--- src/rtl/dma_bus_arbiter.sv ---
// dma_bus_arbiter: four-channel DMA bus arbiter.
// Requests the bus from the CPU (hold/hlda) and hands it to one DMA channel
// at a time. A grant lasts at most BURST words. It also ends on terminal
// count, on the channel dropping its request, or on the CPU reclaiming the bus.
// Build option: define DMA_ARB_FIXED_PRIO_EN for fixed priority (channel 0
// highest). When it is left undefined, selection is round-robin.
module dma_bus_arbiter #(
  parameter int unsigned BURST = 8
) (
  input  logic       clock,
  input  logic       reset_n,
  input  logic [3:0] dreq,
  input  logic       hlda,
  input  logic       xfer_done,
  input  logic       eop,
  output logic       hold,
  output logic [3:0] dack,
  output logic [1:0] cur_ch,
  output logic       busy
);

  localparam int unsigned NCH   = 4;
  localparam int unsigned CH_W  = 2;
  localparam int unsigned CNT_W = 8;
  localparam logic [CNT_W-1:0] LAST_BEAT = CNT_W'(BURST - 1);

  typedef enum logic [2:0] {
    IDLE     = 3'd0,
    HOLD_REQ = 3'd1,
    GRANT    = 3'd2,
    ARB      = 3'd3,
    RELEASE  = 3'd4
  } state_t;

  state_t            state;
  state_t            state_nxt;
  logic [CNT_W-1:0]  cnt;
  logic [CNT_W-1:0]  cnt_nxt;
  logic              hold_nxt;
  logic              busy_nxt;
  logic [NCH-1:0]    dack_nxt;
  logic [CH_W-1:0]   cur_ch_nxt;
  logic [CH_W-1:0]   winner;
  logic              req_any;
  logic              grant_end;
  logic              grant_now;

  assign req_any   = |dreq;
  // A burst stops on terminal count, on the last allowed beat, or when the
  // owning channel withdraws its request; all three end the grant once.
  assign grant_end = eop | (xfer_done & (cnt == LAST_BEAT)) | ~dreq[cur_ch];

`ifdef DMA_ARB_FIXED_PRIO_EN

  // Fixed priority winner: lowest requesting channel index.
  always_comb begin
    winner = '0;
    for (int i = NCH - 1; i >= 0; i--) begin
      if (dreq[i]) winner = CH_W'(i);
    end
  end

`else

  logic [CH_W-1:0] last_winner;
  logic [CH_W-1:0] last_winner_nxt;
  logic [CH_W-1:0] cand;
  logic            found;

  // Round-robin winner: first requester after the previous winner, wrapping.
  always_comb begin
    winner = last_winner;
    cand   = '0;
    found  = 1'b0;
    for (int i = 1; i <= NCH; i++) begin
      cand = last_winner + CH_W'(i);
      if (!found && dreq[cand]) begin
        winner = cand;
        found  = 1'b1;
      end
    end
  end

  // Remember who was served last so the search rotates.
  always_comb begin
    last_winner_nxt = last_winner;
    if (grant_now) last_winner_nxt = winner;
  end

  // Round-robin pointer register; reset points at channel 3 so channel 0 wins first.
  always_ff @(posedge clock) begin
    if (!reset_n) last_winner <= CH_W'(NCH - 1);
    else          last_winner <= last_winner_nxt;
  end

`endif

  // State register.
  always_ff @(posedge clock) begin
    if (!reset_n) state <= IDLE;
    else          state <= state_nxt;
  end

  // Next-state logic; losing hlda mid-burst takes precedence over burst end.
  always_comb begin
    state_nxt = state;
    case (state)
      IDLE: begin
        if (req_any) state_nxt = HOLD_REQ;
      end
      HOLD_REQ: begin
        if (hlda) state_nxt = req_any ? GRANT : ARB;
      end
      GRANT: begin
        if (!hlda)          state_nxt = req_any ? HOLD_REQ : RELEASE;
        else if (grant_end) state_nxt = ARB;
      end
      ARB: begin
        state_nxt = (hlda && req_any) ? GRANT : RELEASE;
      end
      RELEASE: begin
        if (!hlda) state_nxt = IDLE;
      end
      default: state_nxt = IDLE;
    endcase
  end

  // Output/next-value logic for the registered outputs and beat counter.
  always_comb begin
    grant_now  = (state_nxt == GRANT) && (state != GRANT);
    hold_nxt   = !((state_nxt == IDLE) || (state_nxt == RELEASE));
    busy_nxt   = (state_nxt == GRANT);
    dack_nxt   = '0;
    cur_ch_nxt = cur_ch;
    cnt_nxt    = cnt;
    if (grant_now) begin
      dack_nxt   = NCH'(1) << winner;
      cur_ch_nxt = winner;
      cnt_nxt    = '0;
    end else if (state_nxt == GRANT) begin
      dack_nxt = dack;
      if (xfer_done) cnt_nxt = cnt + CNT_W'(1);
    end
  end

  // Registered outputs and beat counter.
  always_ff @(posedge clock) begin
    if (!reset_n) begin
      hold   <= 1'b0;
      dack   <= '0;
      busy   <= 1'b0;
      cur_ch <= '0;
      cnt    <= '0;
    end else begin
      hold   <= hold_nxt;
      dack   <= dack_nxt;
      busy   <= busy_nxt;
      cur_ch <= cur_ch_nxt;
      cnt    <= cnt_nxt;
    end
  end

endmodule

--- config.mk ---
export PLATFORM = sky130hd
export DESIGN_NAME = dma_bus_arbiter
export DESIGN_NICKNAME = d
export VERILOG_FILES = /design/src/rtl/dma_bus_arbiter.sv
export SDC_FILE = /design/constraint.sdc
export NUM_CORES = 1
export LEC_CHECK = 0
export ABC_AREA = 1
export CORE_AREA = 2 2 47 66
export CTS_CLUSTER_DIAMETER = 80
export CTS_CLUSTER_SIZE = 10
export DETAILED_ROUTE_END_ITERATION = 10
export DIE_AREA = 0 0 49 68
export HOLD_SLACK_MARGIN = 0.02
export PLACE_DENSITY = 0.74
export SYNTH_ARGS = -nofsm -noshare
export SYNTH_HDL_FRONTEND = slang
export SYNTH_SLANG_ARGS = --single-unit
--- constraint.sdc ---
create_clock -name clock -period 2.05 [get_ports clock]
set_input_delay 0.41 -clock clock [delete_from_list [all_inputs] [get_ports clock]]
set_output_delay 0.41 -clock clock [all_outputs]
set_load 0.01 [all_outputs]
## Word level (Yosys, flattened, before mapping)

Cells that the tools add are included.

| storage, ports and cells | value |
|---|---|
| register bits after elaboration | 21 |
| bits of input ports | 9 |
| output and inout bits | 8 |

| operators by class | value |
|---|---|
| $add $sub $neg | 4 |
| order comparisons | 5 |
| equal/unequal tests | 9 |
| shifts and indexed selects | 1 |
| muxes and demuxes | 28 |
| bitwise operators | 5 |
| reduce and logical (&&, ||, !) cells | 15 |

Operator list:

| kind | number |
|---|---|
| 3-bit two-way mux | 7 |
| 2-bit by 3-bit less-than comparator with 1-bit output, second input constant | 5 |
| 3-bit one-hot mux with 5 select lines | 1 |
| 1-bit binary-select mux with 2-bit select | 5 |
| 3-bit by 2-bit == test with 1-bit output, second input constant | 3 |
| 1-bit two-way mux | 9 |
| 8-bit by 1-bit adder with 8-bit output, second input constant | 1 |
| 8-bit by 3-bit == test with 1-bit output, second input constant | 1 |
| 2-bit two-way mux | 4 |
| 4-bit two-way mux | 2 |
| 3-bit == test, second input constant | 2 |
| 3-bit zero test | 2 |
| 1-bit logical AND | 5 |
| 2-bit adder, second input constant | 2 |
| 1-bit zero test | 4 |
| 4-bit OR reduction | 1 |
| 1-bit by 2-bit left shift with 4-bit output, first input constant | 1 |
| 3-bit by 1-bit == test with 1-bit output, second input constant | 1 |
| 3-bit by 2-bit != test with 1-bit output, second input constant | 1 |
| 2-bit by 1-bit adder with 2-bit output, second input constant | 1 |
| 2-bit by 1-bit != test with 1-bit output, second input constant | 1 |
| 1-bit NOT | 2 |
| 1-bit bitwise OR | 2 |
| 2-bit AND reduction | 1 |
| other kinds (3) | 3 |

## Depth between registers and ports, before layout

| depth | value |
|---|---|
| depth in word-level cells | 15 |
| mapped depth | 13 |
| depth with buffers taken out | 13 |

## Worst setup path before layout

No wires, ideal clock.

| timing | value |
|---|---|
| kind | register to register |
| from | reg cnt[0] |
| to | reg cur_ch[0] |
| setup time | 115 ps |
| data arrival time | 1328 ps |
| data required time | 1935 ps |
| setup slack | 607 ps |
| stages on the path, launching flop included | 10 |
| path buffers | 0 |
| path through | dfxtp_1 > ha_1 > nand2_1 > nor2_1 > nand2_1 > nand4_1 > nand2_2 > nand4_4 > nand2_4 > o21ai_2 |

| between the ends | value |
|---|---|
| longest elaborated chain between the ends | 9 |

RTL lines:

| what | RTL line | RTL |
|---|---|---|
| from (decl) | 37 | `logic [CNT_W-1:0] cnt;` |
| from (signal assigned) | 159 | `cnt <= cnt_nxt;` |
| 8-bit by 3-bit == test with 1-bit output | 51 | `assign grant_end = eop \| (xfer_done & (cnt == LAST_BEAT)) \| ~dreq[cur_ch];` |
| 1-bit AND | 51 |  |
| 1-bit bitwise OR (2 in a row) | 51 |  |
| 3-bit two-way mux | 116 | `else if (grant_end) state_nxt = ARB;` |
| 3-bit two-way mux | 115 | `if (!hlda) state_nxt = req_any ? HOLD_REQ : RELEASE;` |
| 3-bit one-hot mux with 5 select lines | 107 | `case (state)` |
| 3-bit by 2-bit == test with 1-bit output | 130 | `grant_now = (state_nxt == GRANT) && (state != GRANT);` |
| 1-bit logical AND | 130 |  |
| to (signal assigned) | 158 | `cur_ch <= cur_ch_nxt;` |
| to (decl) | 18 | `output logic [1:0] cur_ch,` |

No other way between the ends.
A chain may end at the register's enable or synchronous reset.

## Final worst setup path

| timing | value |
|---|---|
| from | in dreq[2] |
| to | reg cur_ch[0] |

| between the ends | value |
|---|---|
| longest elaborated chain between the ends | 12 |
| elaborated cells between the ends (all ways) | 37 |
| those cells by class | 1 x eq/ne; 25 x mux; 2 x bitwise; 9 x reduce/logical |

RTL lines:

| what | RTL line | RTL |
|---|---|---|
| from (decl) | 12 | `input logic [3:0] dreq,` |
| parallel branches: the longest is 12 deep, another holds 3-bit one-hot mux with 5 select lines | n/a |  |

Several ways; the timed one is not identified. The select of a mux whose other input is x is not followed.

==> impl_results.md <==
* Outcome: finished, final reports clean
* Fin Clk Skew at slightly below 0.005 ns
* Hold Vio Cnt, Final at 0
* Die span in x at about 49 µm
* Yosys top cell by area: dfxtp_1
* Mux contribution to synthesized area at 0%
* Period utilization at between 80% and 90%
* FF-to-FF End: cnt[1]
* CTS Root Cell: clkbuf_8
* Critical Path Source: dreq[2]
* Final non-filler cell total at 270
* Compound-gate portion of the synthesized area at 9.70%
* Vias in the first global route at roughly 1.2k
* Final nets at ~240
* CTS max path bufs at 2
* Row count at 23
* Yosys warns at 0
* Final setup viols at 0
* First-pass GRT wire length at 4780 µm
* CP Capture Type: flop
* P&R area growth vs syn at 19.7%
* Clock transition at path regs at roughly 0.080 ns
* Crit path DAT at about 2 ns
* Startpoint types: input pin
* Die area at approximately 0.0033 mm²
* Largest family of logic cells by synthesized area: simple AND/OR/NAND/NOR gates
* Sequential fraction of the synthesis area at between 30% and 40%
* Setup bufs post-CTS at 0
* Leakage at 0.000758 µW
* Synth top area cells: dfxtp_1 30%, nand2_1 22%, a21oi_2 5.7%
* Simple-gate share of the synthesized area at 47.0%
* Setup CP Type: in -> reg
* DR WL/cell at between 10 and 15 µm
* Synth cell count leaders: 82 x nand2_1, 21 x dfxtp_1, 18 x inv_1, 15 x nand3_1, 15 x nor2_1
* FMAX at 552 MHz
* Iter 0 DRT Violations at 28
* Routed Wire Length at around 2800 µm
* CTS tree: built
* Core ar. at roughly 0.0028 mm²
* CTS Buf Count at 3
* Setup_tns at 0 ns
* Critical Path End: cur_ch[0]
* Tot GR Track Use at between 10% and 20%
* Setup slack, reg-to-reg at roughly 0.43 ns
* I/O Buffers at 16
* Launching point of the worst reg2reg path: cnt[0]
* Distinct cells, synth at 31
* Netlist Area Pre-Place at ~0.0014 mm²
* Power density over cell area at just under 600 mW/mm²
* RSZ-0062 raised after global routing: false
* N_diodes at 0
* Die H at just under 70 µm
* Hold Slack at 0.473 ns
* Routed vias at approximately 1.3k
* Syn_nets at 220
* Synth Area in XOR/XNOR at under 10%
* Post-synth top area share at between 30% and 40%
* Initial core utilization at approximately 50%
* Hold path cells at 2
* Post-DP HPWL at roughly 2200 µm
* Share of cells above drive strength 1 at between 15 and 20%
* Slew headroom at about four fifths
* CP max FO at 10
* Number of synthesized flops with an enable pin at 0
* R2R depth at 10
* Syn_area_per_cell at 6.63 µm²
* Post-Synth Adder-Cell Area at less than 1%
* Count leader, synth: nand2_1
* Hold Crit Class: reg -> reg
* Final Critical Period at between 1.5 and 2 ns
* Critical Path RT at roughly 2.2 ns
* Hold Buf Count CTS at 0
* Vias/cell at between 4 and 5
* Fin. max-slew vios at 0
* Global placement routability congestion at around 0.75
* Synth Register Bits at 21
* Syn Inst Count at 210
* FFs w/ async S/R, synth at 0%
* Post_cts resized at 0
* Io pins at 17
* GRT Residual Overflow at 0
* Final ANT Viol Nets at 0
* Drt first pass iters at 4
* DRC viols at 0
* Top_reg_cell synth: dfxtp_1
* Max-cap violations at 0
* H-tree Lvls at 1
* Initial antenna violation count at 0
* Worst-Margin Slew at approximately 0.3 ns
* Insertion delay to the later sink of the worst-skew pair at approximately 0.26 ns
* Placed cells at 266
* Peak supply drop at around 0.00041 V
* Largest net degree at the start of global routing at 13
* CTS Sinks at 21
[logic make-up after synthesis]
group	Yosys count
adder cells (fa/ha/maj)	1
AND/OR/NAND/NOR	135
AO/OA/AOI/OAI	18
buffers and inverters	29
XOR/XNOR	6
flip-flops	21
[cells in the final DEF, fill, tap and decap left out, types with 2 or more instances in the layout]
cell	n
a21oi_1	2
nand4_1	4
nand3b_1	2
nand2_1	82
dfxtp_1	21
nor2_4	3
xor2_1	6
clkbuf_8	3
clkdlybuf4s50_1	16
o21ai_1	2
nand3_1	15
inv_1	18
a21oi_2	9
o21ai_0	2
nand2_2	4
o21ai_2	2
nor2_1	15
buf_4	5
inv_2	8
[per-stage QoR]
step | util (%) | power [µW] | setup WS [ns] | area (µm²)
final | 59.7 | 964 | 0.238 | 1670
after floorplan | - | 636 | 0.607 | 1390
after CTS | 59.7 | 972 | 0.221 | 1670
after detailed placement | 58.0 | 707 | -0.0441 | 1620
after global placement | 58.0 | 706 | -0.0390 | 1620
after global routing | 59.7 | 1020 | 0.112 | 1670
[registers in the layout, indices dropped and copies added (netlist names)]
| register | flops |
|---|---|
| busy | 1 |
| cnt | 8 |
| cur_ch | 2 |
| dack | 4 |
| hold | 1 |
| last_winner | 2 |
| state | 3 |
[worst min-delay path by stage]
stage / startpoint / endpoint
2_1_floorplan: cnt[3] / cnt[3]
3_5_place_dp: dack[2] / dack[2]
6_report: dack[2] / dack[2]
4_1_cts: dack[2] / dack[2]
3_3_place_gp: dack[2] / dack[2]
5_1_grt: dack[3] / dack[3]
[cell type report]
type	instances	area (µm²)
well taps	37	46.3
clock inverters	1	5.00
clock buffers	3	41.3
inverters	27	101
multi-input cells	160	855
flip-flops and latches	21	420
repair buffers	21	198
fillers	276	1120
[metal layers]
layer	GRT usage, %	wire length [µm]	up-vias
met5	0	0	-
met3	1.53	63	4
met2	36.1	1450	18
met1	20.5	1240	584
met4	8.57	42	0
li1	-	-	709
[critical path: stages]
cell and delay [ns]:
clkdlybuf4s50_1 0.48, nor2_1 0.16, nand3_1 0.14, nand3b_1 0.11, nand2_1 0.08, inv_2 0.12, nand4_4 0.19, nand2_4 0.22
o21ai_2 0.06
[where the power goes]
part	switching, µW	leakage, µW	total, µW	internal [µW]
sequential	15.5	0.000170	438	423
clock	133	0.0000255	268	135
combinational	160	0.000563	257	97.2
No activity file was read; power rests on OpenSTA's default activity.
